<file path="config.mk">
export PLATFORM = sky130hd
export DESIGN_NAME = bus_rr_arbiter
export DESIGN_NICKNAME = d
export VERILOG_FILES = /design/src/rtl/common_pkg.sv /design/src/rtl/rr_pick.sv /design/src/rtl/bus_rr_arbiter.sv
export SDC_FILE = /design/constraint.sdc
export NUM_CORES = 1
export LEC_CHECK = 0
export CAP_MARGIN = 20
export CORE_UTILIZATION = 29
export CTS_CLUSTER_DIAMETER = 100
export CTS_CLUSTER_SIZE = 20
export DETAILED_ROUTE_END_ITERATION = 16
export GPL_TIMING_DRIVEN = 1
export PLACE_DENSITY = 0.95
export REMOVE_ABC_BUFFERS = 1
export SLEW_MARGIN = 20
export SYNTH_ARGS = -nofsm -noshare
export SYNTH_HDL_FRONTEND = slang
export SYNTH_SLANG_ARGS = --single-unit
</file>
<file path="constraint.sdc">
create_clock -name clk -period 4 [get_ports clk]
set_input_delay 0.6 -clock clk [delete_from_list [all_inputs] [get_ports clk]]
set_output_delay 0.6 -clock clk [all_outputs]
set_load 0.005 [all_outputs]
</file>
<file path="src/rtl/common_pkg.sv">
// ---------------------------------------------------------------------------
// common_pkg
// Shared definitions for the bus fabric.
//   DATA_WIDTH          : width of one bus beat in bits
//   ARB_NUM_REQ_DEFAULT : default number of requesters on the bus arbiter
//   arb_idx_t           : requester index type for the default arbiter size
//   state_t             : two-state controller state (Idle / Busy)
// ---------------------------------------------------------------------------
package common_pkg;

  localparam int DATA_WIDTH          = 32;
  localparam int ARB_NUM_REQ_DEFAULT = 4;

  typedef logic [$clog2(ARB_NUM_REQ_DEFAULT)-1:0] arb_idx_t;

  typedef enum logic {
    Idle = 1'b0,
    Busy = 1'b1
  } state_t;

endpackage

</file>
<file path="src/rtl/rr_pick.sv">
// ---------------------------------------------------------------------------
// rr_pick
// Purely combinational round-robin priority search. Starting just above the
// pointer and wrapping around, returns the first requester whose bit is set.
// Ports:
//   req   in  NUM_REQ  request vector
//   ptr   in  IDX_W    index of the most recent winner
//   idx   out IDX_W    selected requester (ptr when nothing is found)
//   found out 1        at least one request is set
// ---------------------------------------------------------------------------
module rr_pick #(
  parameter int NUM_REQ = 4,
  parameter int IDX_W   = $clog2(NUM_REQ)
) (
  input  logic [NUM_REQ-1:0] req,
  input  logic [IDX_W-1:0]   ptr,
  output logic [IDX_W-1:0]   idx,
  output logic               found
);

  // Two ascending passes avoid modulo arithmetic for non power-of-two sizes:
  // the first pass finds the lowest requester strictly above the pointer,
  // the second (wrap-around) pass the lowest requester overall.
  always_comb begin
    idx   = ptr;
    found = 1'b0;
    for (int j = 0; j < NUM_REQ; j++) begin
      if (!found && req[j] && (j > int'(ptr))) begin
        found = 1'b1;
        idx   = IDX_W'(j);
      end
    end
    for (int j = 0; j < NUM_REQ; j++) begin
      if (!found && req[j]) begin
        found = 1'b1;
        idx   = IDX_W'(j);
      end
    end
  end

endmodule

</file>
<file path="src/rtl/bus_rr_arbiter.sv">
// ---------------------------------------------------------------------------
// bus_rr_arbiter
// Round-robin arbiter that shares one bus data path between NUM_REQ burst
// requesters. A whole burst is granted; ownership lasts until the beat
// flagged last is accepted by the bus. At least one Idle cycle separates
// bursts.
//
// Optional feature (macro BUS_ARB_TIMEOUT_EN): a stall counter force-releases
// an owner that has not transferred a beat for TIMEOUT_CYCLES consecutive
// Busy cycles, pulsing timeout_o. With the macro undefined timeout_o is tied
// low and a stalled owner holds the bus indefinitely. When ENABLE_LOGGING is
// also defined, a forced release is reported as a LOG message.
//
// Ports:
//   clk          in  1                   clock, rising edge
//   rst_n        in  1                   asynchronous active-low reset
//   req_i        in  NUM_REQ             request / beat valid of the owner
//   req_data_i   in  NUM_REQ*DATA_WIDTH  flattened beat data, slice k = req k
//   req_last_i   in  NUM_REQ             last beat of burst
//   gnt_o        out NUM_REQ             one-hot owner, registered
//   req_ready_o  out NUM_REQ             bus_ready_i gated by gnt_o
//   bus_valid_o  out 1                   bus beat valid
//   bus_data_o   out DATA_WIDTH          bus beat data
//   bus_last_o   out 1                   bus last
//   bus_ready_i  in  1                   bus accepts beat
//   busy_o       out 1                   arbiter in Busy
//   owner_o      out IDX_W               current or most recent owner
//   timeout_o    out 1                   one-cycle pulse on forced release
// ---------------------------------------------------------------------------
module bus_rr_arbiter
  import common_pkg::*;
#(
  parameter  int NUM_REQ        = ARB_NUM_REQ_DEFAULT,
  parameter  int DATA_WIDTH     = common_pkg::DATA_WIDTH,
  parameter  int TIMEOUT_CYCLES = 256,
  localparam int IDX_W          = $clog2(NUM_REQ)
) (
  input  logic                            clk,
  input  logic                            rst_n,
  input  logic [NUM_REQ-1:0]              req_i,
  input  logic [NUM_REQ*DATA_WIDTH-1:0]   req_data_i,
  input  logic [NUM_REQ-1:0]              req_last_i,
  output logic [NUM_REQ-1:0]              gnt_o,
  output logic [NUM_REQ-1:0]              req_ready_o,
  output logic                            bus_valid_o,
  output logic [DATA_WIDTH-1:0]           bus_data_o,
  output logic                            bus_last_o,
  input  logic                            bus_ready_i,
  output logic                            busy_o,
  output logic [IDX_W-1:0]                owner_o,
  output logic                            timeout_o
);

  // Elaboration-time sanity checks on the configuration.
  if (NUM_REQ < 2 || NUM_REQ > 16) begin : g_bad_num_req
    $error("bus_rr_arbiter: NUM_REQ must be in 2..16");
  end
  if (TIMEOUT_CYCLES < 1) begin : g_bad_timeout
    $error("bus_rr_arbiter: TIMEOUT_CYCLES must be at least 1");
  end

  state_t               state_q, state_d;
  logic [NUM_REQ-1:0]   gnt_q, gnt_d;
  logic [IDX_W-1:0]     owner_q, owner_d;
  logic [IDX_W-1:0]     pick_idx;
  logic                 pick_found;
  logic                 xfer;
  logic                 stall_expired;

  // The round-robin pointer is always equal to the owner register (both reset
  // to NUM_REQ-1 and both load the winner), so one register serves both.
  rr_pick #(
    .NUM_REQ (NUM_REQ),
    .IDX_W   (IDX_W)
  ) u_pick (
    .req   (req_i),
    .ptr   (owner_q),
    .idx   (pick_idx),
    .found (pick_found)
  );

  // Combinational pass-through from the owner while Busy; the bus sees zeros
  // otherwise. last is qualified by the owner's request so a bubble never
  // presents a stray last flag.
  always_comb begin
    bus_valid_o = 1'b0;
    bus_last_o  = 1'b0;
    bus_data_o  = '0;
    if (state_q == Busy) begin
      bus_valid_o = req_i[owner_q];
      bus_data_o  = req_data_i[int'(owner_q)*DATA_WIDTH +: DATA_WIDTH];
      bus_last_o  = req_last_i[owner_q] & req_i[owner_q];
    end
  end

  assign xfer        = bus_valid_o & bus_ready_i;
  assign req_ready_o = gnt_q & {NUM_REQ{bus_ready_i}};
  assign gnt_o       = gnt_q;
  assign busy_o      = (state_q == Busy);
  assign owner_o     = owner_q;

  // Next-state logic. A grant is issued only from Idle, so release and
  // re-grant can never happen on the same edge.
  always_comb begin
    state_d = state_q;
    gnt_d   = gnt_q;
    owner_d = owner_q;
    unique case (state_q)
      Idle: begin
        if (pick_found) begin
          state_d         = Busy;
          gnt_d           = '0;
          gnt_d[pick_idx] = 1'b1;
          owner_d         = pick_idx;
        end
      end
      Busy: begin
        if (xfer && bus_last_o) begin
          state_d = Idle;
          gnt_d   = '0;
        end else if (stall_expired) begin
          state_d = Idle;
          gnt_d   = '0;
        end
      end
      default: begin
        state_d = Idle;
        gnt_d   = '0;
      end
    endcase
  end

  // State, grant and owner registers. Reset abandons any burst in flight.
  always_ff @(posedge clk or negedge rst_n) begin
    if (!rst_n) begin
      state_q <= Idle;
      gnt_q   <= '0;
      owner_q <= IDX_W'(NUM_REQ - 1);
    end else begin
      state_q <= state_d;
      gnt_q   <= gnt_d;
      owner_q <= owner_d;
    end
  end

`ifdef BUS_ARB_TIMEOUT_EN
  localparam int CNT_W = $clog2(TIMEOUT_CYCLES + 1);

  logic [CNT_W-1:0] stall_cnt_q;
  logic             timeout_q;

  // The counter holds the number of stalled Busy cycles already completed;
  // the release fires on the edge that ends the TIMEOUT_CYCLES-th one.
  assign stall_expired = (state_q == Busy) && !xfer &&
                         (stall_cnt_q == CNT_W'(TIMEOUT_CYCLES - 1));

  always_ff @(posedge clk or negedge rst_n) begin
    if (!rst_n) begin
      stall_cnt_q <= '0;
      timeout_q   <= 1'b0;
    end else begin
      timeout_q <= stall_expired;
      if ((state_q == Busy) && !xfer && !stall_expired) begin
        stall_cnt_q <= stall_cnt_q + 1'b1;
      end else begin
        stall_cnt_q <= '0;
      end
    end
  end

  assign timeout_o = timeout_q;

`ifdef ENABLE_LOGGING
  always_ff @(posedge clk) begin
    if (stall_expired) begin
      $display("LOG bus_rr_arbiter: forced release of owner %0d", owner_q);
    end
  end
`endif

`else
  assign stall_expired = 1'b0;
  assign timeout_o     = 1'b0;
`endif

endmodule
</file>
# Word-level counts from Yosys, hierarchy flattened
# Index checks and enable logic that the tools add are counted.
# classes
magnitude_cmp	6
n_eq_ne	2
shifts	1
mux	29
bitwise_logic	4
n_reduce_logical	19
# op_table
op	n
128-bit by 8-bit variable part select with 32-bit output	1
32-bit two-way mux	1
1-bit two-way mux	14
2-bit two-way mux	7
1-bit logical AND	11
4-bit two-way mux	2
4-bit case mux with 2 select lines	1
1-bit logical NOT	6
2-bit by 3-bit < comparator with 1-bit output, second input constant	2
4-bit bitwise AND	1
1-bit binary-select mux with 2-bit select	2
2-bit > comparator, first input constant	2
2-bit AND reduction	2
1-bit bitwise AND	2
1-bit demux with 2-bit select	1
2-bit by 1-bit >= comparator with 1-bit output, second input constant	1
1-bit by 2-bit > comparator with 1-bit output, first input constant	1
2-bit by 1-bit != test with 1-bit output, second input constant	1
2-bit != test, second input constant	1
1-bit case mux with 2 select lines	1
1-bit NOT	1
# word_totals
ff_bits	7
word_cells	64

# Depth between registers and ports, before layout
# Gate-level depths: netlist of run 1.
# logic_depth
ltp_word	29
mapped_depth	6
depth_no_buf	4

# Hierarchy
# From an unflattened synthesis of run 1, not the netlist that was laid out.
# unflattened
hier_cells	126
area_unflattened_um2	1527.7
# by_module_without_submodules
mod	n_inst	cells_per_inst	area_each_um2	seq_area_each_um2
bus_rr_arbiter	1	114	1453.9	177.7
rr_pick	1	12	73.8	0.0

# Worst setup path after synthesis of run 1
# Ideal clock, no wire load.
# synth_timing
path_kind	reg-to-output
from	register owner_q[0], in the netlist owner_o[0]
to	output bus_data_o[13]
t_arrival_ns	1.735
required_time_ns	3.400
path_slack_ns	1.665
path_stages_with_launch	6
n_path_buf	3
cell_sequence	dfstp_2 -> buf_6 -> buf_12 -> buf_2 -> mux4_2 -> and2_1
# synth_between
elab_chain_cells	2
# synth_rtl
element	line	rtl
start, declared	bus_rr_arbiter.sv:64	logic [IDX_W-1:0] owner_q, owner_d;
start signal, assigned	bus_rr_arbiter.sv:138	owner_q <= IDX_W'(NUM_REQ - 1);
start signal, assigned	bus_rr_arbiter.sv:142	owner_q <= owner_d;
128-bit by 8-bit variable part select with 32-bit output	bus_rr_arbiter.sv:91	bus_data_o = req_data_i[int'(owner_q)*DATA_WIDTH +: DATA_WIDTH];
32-bit two-way mux	bus_rr_arbiter.sv:89	if (state_q == Busy) begin
end, declared	bus_rr_arbiter.sv:46	output logic [DATA_WIDTH-1:0] bus_data_o,
# No other way between the ends.

# Worst setup path after layout of run 1
# layout_timing
from	register owner_q[0], in the netlist owner_o[0]
to	output bus_data_o[20]
# Same word-level chain as after synthesis.

==> impl_metrics.json, run 1 <==
{
  "die_h_um": 74.43,
  "worst_pin_slew_ns": 0.9999,
  "synth.avg_cell_area_sq_um": 11.27,
  "status": "finished clean",
  "synth_top_cell_by_area": "mux4_2",
  "synthFlopType": "dfrtp_1",
  "worstSkewPairLatency_ns": 0.22,
  "p_per_area_nw_per_um2": 487.7,
  "worst_setup_path_end_kind": "primary output",
  "synth_edf_count": 0,
  "p_switching_mw": 0.5498,
  "grt_pass1_vias": 2106,
  "grt_max_degree": 40,
  "grt_usage_pct": 22.73,
  "firstDrtPassIters": 4,
  "hold_violations": 0,
  "diodes": 0,
  "yosysWarnings": 0,
  "required_ns": 3.40,
  "io_pins": 185,
  "comb_power_share_pct": 81.2,
  "yosys-top-cells-area": "mux4_2, and2_1, dfrtp_1",
  "cts_resized": 0,
  "crit_path_top_delay_cell": "dfstp_2",
  "vias": 1928,
  "synth.distinct_cells": 31,
  "cts_root_buffer": "clkbuf_8",
  "clk_pin_slew_ns": 0.04,
  "seqPwrFrac_pct": 13.0,
  "worst_slack_ns": 0.8399,
  "leakage_nw": 1.229,
  "finalMaxSlewViolations": 0,
  "yosys_register_bits": 7,
  "syn_to_final_growth_pct": 124.5,
  "cts_buffer_depth": 2,
  "preCtsSetupSlack_ns": 1.031,
  "grt_overflow": 0,
  "ir_drop_mv": 0.2655,
  "first_iter_violations": 20,
  "critical_path.startpoint_type": "flip-flop",
  "seq_area_frac_synth_pct": 11.68,
  "whs_ns": 0.5943,
  "drt_wl_total_mm": 6.709,
  "htree_num_levels": 1,
  "path_class": "reg -> out",
  "numPlacedInstances": 372,
  "max_slew_margin_pct": 33.34,
  "nets": 449,
  "fmaxAchievable_mhz": 316.5,
  "crit_chain": "buf_12 -> mux4_2 -> and2_1 -> clkdlybuf4s50_1",
  "power.total_mw": 1.666,
  "start_util_pct": 31.18,
  "clock_power_share_pct": 5.8,
  "postCtsSetupRepairBufs": 0,
  "die_area_sq_um": 5540,
  "regArea_sq_um": 177.7,
  "syn_inst": 135,
  "dp_hpwl_mm": 5.717,
  "core_region_area_sq_um": 4880,
  "io_buffers": 183,
  "ant_nets": 0,
  "tns_ns": 0,
  "cts-hold-fix-buffers": 0,
  "rows": 25,
  "multi_input_area_sq_um": 1239,
  "clock-skew-final_ns": 0.004849,
  "drive_gt1_share_pct": 13.59,
  "grt_antenna_before_repair": 0,
  "worstPathMaxFanout": 25,
  "syn_area_sq_um": 1521,
  "hold_path.class": "reg -> reg",
  "layoutNonFillerInstCount": 376,
  "setup_viol": 0,
  "fin_crit_ns": 3.160,
  "grt_pass1_wl_mm": 9.508,
  "netlist.area_leader.share_pct": 47.37,
  "cts_made_buffers": 3,
  "period_share_pct": 79.00,
  "slowest_delay_ns": 0.90,
  "swShare_pct": 33.00,
  "via_per_inst": 5.128,
  "die_w_um": 74.43,
  "drv_cap": 0,
  "async_flop_share_pct": 100.0,
  "internal-power_mw": 1.116,
  "clock_sinks": 7,
  "rsz0062_at_grt": "false",
  "cts_tree": "done",
  "gp_congestion": 0.8247,
  "fillers": 360,
  "drcViolationCount": 0,
  "crit_arrival_ns": 2.56,
  "wire_per_inst_um": 17.84
}
kinds of logic (layout without fill, tap and decap cells):
group | Yosys count | in the layout | synth area share [%]
and+or+nand+nor | 53 | 53 | 20.81
muxes | 37 | 37 | 50.74
AOI/OAI and AO/OA | 19 | 19 | 9.622
DFF | 7 | 7 | 11.68
other | 1 | 1 | 0.2465
buffers and inverters | 18 | 192 | 6.907
cell usage in the layout (no fill, tap or decap), drive strengths merged, types with 2 or more instances in the layout:
master / count
mux4: 32
nand2: 3
a21oi: 2
nor2: 3
clkbuf: 4
a21o: 3
inv: 3
dfstp: 2
o21ai: 3
nand2b: 3
buf: 2
o311ai: 4
o31ai: 4
clkdlybuf4s50: 183
dfrtp: 5
and2: 36
nor2b: 3
mux2i: 4
area by class of cell:
type                    count  area share, %
inverters                   3         0.3297
repair buffers            185          54.43
multi-input cells         110          36.26
flip-flops and latches      7          5.201
well taps                  67          2.454
clock buffers               4          1.319
worst max-delay path, delay by kind of cell (launching register included):
kind / cells / cell delay, ns
flops: 1 / 0.90
buf+inv: 2 / 0.73
mux: 1 / 0.52
simple gates: 1 / 0.18
flip-flops by register name (all words and copies together), names as in the netlist:
name,flops
gnt_o,4
owner_o,2
busy_o,1
worst paths after layout:
kind / startpoint / cells after the start / to / slack (ns)
setup / recovery: owner_o[0]$_DFFE_PN1P_ / 4 / bus_data_o[20] / 0.84
hold / removal: gnt_o[1]$_DFFE_PN0P_ / 2 / gnt_o[1]$_DFFE_PN0P_ / 0.59
setup reg to reg: owner_o[0]$_DFFE_PN1P_ / 5 / gnt_o[0]$_DFFE_PN0P_ / 1.72
hold reg to reg: gnt_o[1]$_DFFE_PN0P_ / 2 / gnt_o[1]$_DFFE_PN0P_ / 0.59
max in group asynchronous: rst_n / 1 / owner_o[0]$_DFFE_PN1P_ / 3.08
min in group asynchronous: rst_n / 1 / gnt_o[2]$_DFFE_PN0P_ / 0.63
stage by stage:
step / area, sq um / util (%)
2_1_floorplan: 1428 / -
3_3_place_gp: 3371 / 69.08
3_5_place_dp: 3371 / 69.08
4_1_cts: 3416 / 70.00
5_1_grt: 3416 / 70.00
6_report: 3416 / 70.00
power by group through the flow:
stage,combinational (mW),clock [mW],sequential [mW]
floorplan,0.586,0,0.254
global placement,1.33,0,0.220
detailed placement,1.36,0,0.224
CTS,1.37,0.0986,0.223
global route,1.46,0.102,0.236
finish,1.35,0.0973,0.217
Yosys cell counts (4+ instances only):
master,number
buf_2,5
dfrtp_1,5
o311ai_0,4
and2_1,36
clkbuf_1,4
o31ai_1,4
mux4_2,32
mux2i_1,4
layer usage:
metal  routed length [um]  global-route usage (%)
met5                    0                       0
met4                  177                   7.966
met3                  606                   5.827
met2                 3760                   46.55
met1                 2165                   21.19
No activity file was read; power rests on OpenSTA's default activity.
==> inputs of run 2 (changes only) <==
--- a/config.mk
+++ b/config.mk
@@ -6,12 +6,12 @@
 export NUM_CORES = 1
 export LEC_CHECK = 0
 export CAP_MARGIN = 20
-export CORE_UTILIZATION = 29
+export CORE_UTILIZATION = 24
 export CTS_CLUSTER_DIAMETER = 100
 export CTS_CLUSTER_SIZE = 20
 export DETAILED_ROUTE_END_ITERATION = 16
 export GPL_TIMING_DRIVEN = 1
-export PLACE_DENSITY = 0.95
+export PLACE_DENSITY = 0.86
 export REMOVE_ABC_BUFFERS = 1
 export SLEW_MARGIN = 20
 export SYNTH_ARGS = -nofsm -noshare
==> constraint.sdc (replaced) <==
create_clock -name clk -period 2.8 [get_ports clk]
set_input_delay 0.42 -clock clk [delete_from_list [all_inputs] [get_ports clk]]
set_output_delay 0.42 -clock clk [all_outputs]
set_load 0.005 [all_outputs]
==> run 2 against run 1 <==
  * First-iteration DRC count increased to 3.4 times the previous value
  * Sequential share of layout area decreased by 0.073 points
  * Count of clock-buffer cells in the layout unchanged
  * Flip-flop and latch count unchanged
  * Clock power increased by 42%
  * Clock skew decreased by 0.0029 ns
  * Power increased by 45%
  * Global-route usage decreased by 4.1 points
  * Routed wire length increased by 0.91%
  * Utilization decreased by 13 points
  * Combinational power increased by 56%
  * Largest power group unchanged
==> impl_metrics.json, run 2 (synthesized netlist as in run 1, its figures left out) <==
{
  "cts_made_buffers": 3,
  "worstSkewPairLatency_ns": 0.22,
  "period_share_pct": 93.09,
  "grt_antenna_before_repair": 0,
  "path_delay_family": "buffers and inverters",
  "io_buffers": 183,
  "start_util_pct": 25.25,
  "hold_path.class": "in -> async",
  "drt_wl_total_mm": 6.770,
  "grt_pass1_vias": 1894,
  "crit_path_top_delay_cell": "dfstp_2",
  "syn_to_final_growth_pct": 127.7,
  "fin_crit_ns": 2.607,
  "setup_viol": 0,
  "status": "finished clean",
  "leakage_nw": 1.248,
  "critical_path.startpoint_type": "flip-flop",
  "worst_setup_path_end_kind": "primary output",
  "tns_ns": 0,
  "whs_ns": 0.4554,
  "cts_root_buffer": "clkbuf_8",
  "clock_sinks": 7,
  "crit_end": "bus_data_o[28]",
  "die_h_um": 81.62,
  "largest_reg_flops": 4,
  "die_area_sq_um": 6662,
  "drive_gt1_share_pct": 14.42,
  "busiest_layer": "met2",
  "fmaxAchievable_mhz": 383.6,
  "clock_power_share_pct": 5.7,
  "grt_pass1_wl_mm": 9.335,
  "first_iter_violations": 68,
  "nets": 452,
  "clock-skew-final_ns": 0.001928,
  "firstDrtPassIters": 4,
  "met2_usage_pct": 35.25,
  "drv_cap": 0,
  "crit_chain": "buf_6 -> mux4_2 -> and2_1 -> clkdlybuf4s50_1",
  "r2r_slack_ns": 0.92,
  "path_class": "reg -> out",
  "required_ns": 2.38,
  "clk_pin_slew_ns": 0.04,
  "grt_max_degree": 35,
  "finalMaxSlewViolations": 0,
  "postCtsSetupRepairBufs": 0,
  "vias": 1903,
  "p_per_area_nw_per_um2": 698.4,
  "final_common_cell": "clkdlybuf4s50_1",
  "grt_util_met1_pct": 21.07,
  "layout_common_cells": "clkdlybuf4s50_1, and2_1, mux4_2, dfrtp_1",
  "crit_arrival_ns": 2.19,
  "met3_usage_pct": 3.333,
  "core_region_area_sq_um": 6026,
  "htree_num_levels": 1,
  "startpoint": "owner_o[0]$_DFFE_PN1P_",
  "critPathBufInv": 2,
  "cts_buffer_depth": 2,
  "grt_overflow": 0,
  "comb_power_share_pct": 86.7,
  "via_per_inst": 4.917,
  "worstSetupPathDepth": 4,
  "cts_tree": "done",
  "diodes": 0,
  "ir_drop_mv": 0.4227,
  "dp_hpwl_mm": 5.838,
  "rsz0062_at_grt": "false",
  "wire_per_inst_um": 17.49,
  "gp_congestion": 0.7518,
  "hold_violations": 0,
  "seqPwrFrac_pct": 7.6,
  "worstPathMaxFanout": 19,
  "fillers": 511,
  "swShare_pct": 32.42,
  "ant_nets": 0,
  "internal-power_mw": 1.635,
  "rows": 28,
  "grt_usage_pct": 18.63,
  "worstRegToRegCells": 5,
  "io_pins": 185,
  "r2r_end": "gnt_o[1]$_DFFE_PN0P_",
  "slowest_delay_ns": 0.55,
  "r2r_start": "owner_o[0]$_DFFE_PN1P_",
  "die_w_um": 81.62,
  "p_switching_mw": 0.7844,
  "drcViolationCount": 0
}
-- run 2: cell type report --
type | instances | area, sq um | area share, %
timing repair buffer | 188 | 1898 | 54.79
multi-input combinational | 110 | 1239 | 35.75
sequential | 7 | 177.7 | 5.128
tap | 75 | 93.84 | 2.709
clock buffer | 4 | 45.04 | 1.300
inverter | 3 | 11.26 | 0.3250
-- run 2: worst min path at each step --
stage | slack, ns | from | cells after the start | end
floorplan | 0.12 | rst_n | 0 | busy_o$_DFF_PN0_
global placement | 0.57 | gnt_o[2]$_DFFE_PN0P_ | 2 | gnt_o[2]$_DFFE_PN0P_
detailed placement | 0.58 | gnt_o[2]$_DFFE_PN0P_ | 2 | gnt_o[2]$_DFFE_PN0P_
CTS | 0.46 | rst_n | 1 | gnt_o[2]$_DFFE_PN0P_
global route | 0.49 | rst_n | 1 | gnt_o[2]$_DFFE_PN0P_
finish | 0.46 | rst_n | 1 | gnt_o[2]$_DFFE_PN0P_
-- run 2: timing repair --
| action | CTS | global route |
|---|---|---|
| resized for setup | 0 | 1 |
| hold buffers | 0 | 0 |
| endpoints found under the hold margin | 0 | 0 |
| setup endpoints to repair | 0 | 3 |
-- run 2: per-layer routing --
metal / vias to the layer above / share of wire (%)
met5: - / 0
met4: 0 / 1.8
met3: 8 / 8.9
met2: 100 / 54
met1: 912 / 35
li1: 883 / -
-- run 2: per-stage QoR --
| step | util, % | total power [mW] | worst slack (ns) | instances | area, sq um |
|---|---|---|---|---|---|
| 2_1_floorplan | - | 1.199 | 0.4041 | 120 | 1428 |
| 3_5_place_dp | 56.69 | 2.305 | 0.3241 | 383 | 3416 |
| 4_1_cts | 57.43 | 2.450 | 0.08560 | 387 | 3461 |
| 6_report | 57.50 | 2.420 | 0.1934 | 387 | 3465 |
| 5_1_grt | 57.50 | 2.632 | 0.05401 | 387 | 3465 |
| 3_3_place_gp | 56.69 | 2.272 | 0.3457 | 383 | 3416 |
-- run 2: power by group through the flow --
stage	clock [mW]	sequential [mW]	combinational [mW]
5_1_grt	0.147	0.192	2.29
3_3_place_gp	0	0.184	2.09
3_5_place_dp	0	0.186	2.12
4_1_cts	0.143	0.185	2.12
6_report	0.138	0.185	2.10
2_1_floorplan	0	0.362	0.837
==> inputs of run 3 (changes only) <==
==> constraint.sdc (replaced) <==
create_clock -name clk -period 2.2 [get_ports clk]
set_input_delay 0.33 -clock clk [delete_from_list [all_inputs] [get_ports clk]]
set_output_delay 0.33 -clock clk [all_outputs]
set_load 0.005 [all_outputs]
==> run 3 against run 2 <==
  * The run now ends with setup timing left
  * Register-to-register slack worse by 0.94 ns
  * First-iteration DRC count shrank 18%
  * Count of clock-buffer cells in the layout unchanged
  * Flip-flop and latch count stayed put
  * Combinational power grew 68%
  * Routed wire length grew 15%
  * Worst hold slack lost 0.098 ns
  * Clock power up 32%
  * Power up 64%
  * Final cell count increased by 8.3%
  * Die area unchanged
==> impl_metrics.json, run 3 (synthesized netlist as in run 1, its figures left out) <==
{
  "status": "finished with violations",
  "violations": "setup timing",
  "worstSkewPairLatency_ns": 0.23,
  "die_area_sq_um": 6662,
  "grt_max_degree": 30,
  "cts-hold-fix-buffers": 0,
  "clock_sinks": 7,
  "setup_viol": 22,
  "ant_nets": 0,
  "cts_tree": "done",
  "via_per_inst": 4.971,
  "grt_overflow": 0,
  "fmaxAchievable_mhz": 441.7,
  "firstDrtPassIters": 6,
  "grt_antenna_before_repair": 0,
  "leakage_nw": 1.556,
  "gp_congestion": 0.8195,
  "worst_setup_path_end_kind": "primary output",
  "core_region_area_sq_um": 6026,
  "htree_num_levels": 1,
  "final_common_cell": "clkdlybuf4s50_1",
  "diodes": 0,
  "worstPathMaxFanout": 6,
  "required_ns": 1.87,
  "routed-wl-met2_mm": 4.260,
  "crit_arrival_ns": 1.93,
  "dp_hpwl_mm": 6.081,
  "drt_wl_total_mm": 7.789,
  "cts_buffer_depth": 2,
  "highest_layer": "met4",
  "wire_per_inst_um": 18.59,
  "fillers": 483,
  "regArea_sq_um": 177.7,
  "io_pins": 185,
  "start_util_pct": 25.25,
  "hold_violations": 0,
  "ir_drop_mv": 0.6980,
  "drcViolationCount": 0,
  "die_h_um": 81.62,
  "largest_reg_flops": 4,
  "grt_pass1_wl_mm": 10.49,
  "worst_slack_ns": -0.06388,
  "clock-skew-final_ns": 0.002403,
  "syn_to_final_growth_pct": 157.9,
  "die_w_um": 81.62,
  "layout_common_cells": "clkdlybuf4s50_1, buf_6, mux4_2, and2_1, and2_4",
  "path_class": "reg -> out",
  "drive_gt1_share_pct": 36.63,
  "grt_pass1_vias": 2153,
  "p_per_area_nw_per_um2": 1014,
  "multi_input_area_sq_um": 1340,
  "nets": 484,
  "critical_path.startpoint_type": "flip-flop",
  "cts_made_buffers": 3,
  "first_iter_violations": 56,
  "drt-met1-wl_mm": 2.715,
  "vias": 2083,
  "clk_pin_slew_ns": 0.04,
  "grt_usage_pct": 21.37,
  "io_buffers": 183,
  "whs_ns": 0.3574,
  "hold_path.class": "in -> async",
  "rsz0062_at_grt": "true",
  "fin_crit_ns": 2.264,
  "met3WireLength_um": 634,
  "rows": 28,
  "finalMaxSlewViolations": 0,
  "drv_cap": 0,
  "cts_root_buffer": "clkbuf_8",
  "period_share_pct": 102.9,
  "power.total_mw": 3.978
}
## run 3: changes by cell type in the layout (fill, tap and decap cells not counted), sizes merged
cell | previous run | this run
clkdlybuf4s15 | 0 | 1
clkbuf | 4 | 5
dlygate4sd2 | 0 | 8
clkdlybuf4s50 | 183 | 149
buf | 5 | 61
## run 3: area by class of cell
| type | count | share of cell area (%) |
|---|---|---|
| sequential | 7 | 4.528 |
| timing repair buffer | 220 | 57.49 |
| tap | 75 | 2.392 |
| inverter | 3 | 0.2870 |
| multi-input combinational | 110 | 34.15 |
| clock buffer | 4 | 1.148 |
## run 3: metal layers
| layer | GRT usage, % | vias to the layer above |
|---|---|---|
| li1 | - | 951 |
| met1 | 22.96 | 1002 |
| met2 | 42.08 | 115 |
| met3 | 3.556 | 15 |
| met4 | 6.316 | 0 |
| met5 | 0 | - |
## run 3: path summary, 6_finish.rpt
path	slack, ns	cells after the start	start	to
setup reg to reg	-0.02	9	owner_o[0]$_DFFE_PN1P_	gnt_o[0]$_DFFE_PN0P_
max in group asynchronous	1.56	1	rst_n	owner_o[0]$_DFFE_PN1P_
setup / recovery	-0.06	6	owner_o[0]$_DFFE_PN1P_	bus_data_o[16]
hold / removal	0.36	1	rst_n	gnt_o[3]$_DFFE_PN0P_
min in group clk	0.56	2	gnt_o[2]$_DFFE_PN0P_	gnt_o[2]$_DFFE_PN0P_
hold reg to reg	0.56	2	gnt_o[2]$_DFFE_PN0P_	gnt_o[2]$_DFFE_PN0P_
## run 3: metrics by stage
stage | worst slack [ns] | instance area (sq um) | utilization [%] | setup TNS, ns | std cells
6_report | -0.06388 | 3924 | 65.12 | -0.6345 | 419
2_1_floorplan | -0.1148 | 1428 | - | -3.849 | 120
3_5_place_dp | -0.08381 | 3541 | 58.76 | -1.208 | 393
3_3_place_gp | -0.06682 | 3541 | 58.76 | -0.6595 | 393
5_1_grt | -0.1325 | 3924 | 65.12 | -2.470 | 419
4_1_cts | -0.1311 | 3844 | 63.79 | -1.239 | 420
## run 3: timing repair
item | in CTS | in global routing
buffers inserted | 20 | 3
resized for setup | 144 | 37
endpoints found under the setup margin | 34 | 35
gates cloned | 3 | 0
pin swaps | 18 | 6
## run 3: worst max-delay path: stages, from the launching register on
cell and delay [ns]:
dfstp_2 0.58, buf_6 0.13, buf_12 0.12, buf_6 0.09, mux4_2 0.49, and2_4 0.18, buf_6 0.11
## run 3: power breakdown
group	internal [mW]	leakage [nW]	switching [mW]
combinational	2.36	1.45	1.17
clock	0.125	0.0228	0.0565
sequential	0.186	0.0858	0.0760
total	2.67	1.56	1.31
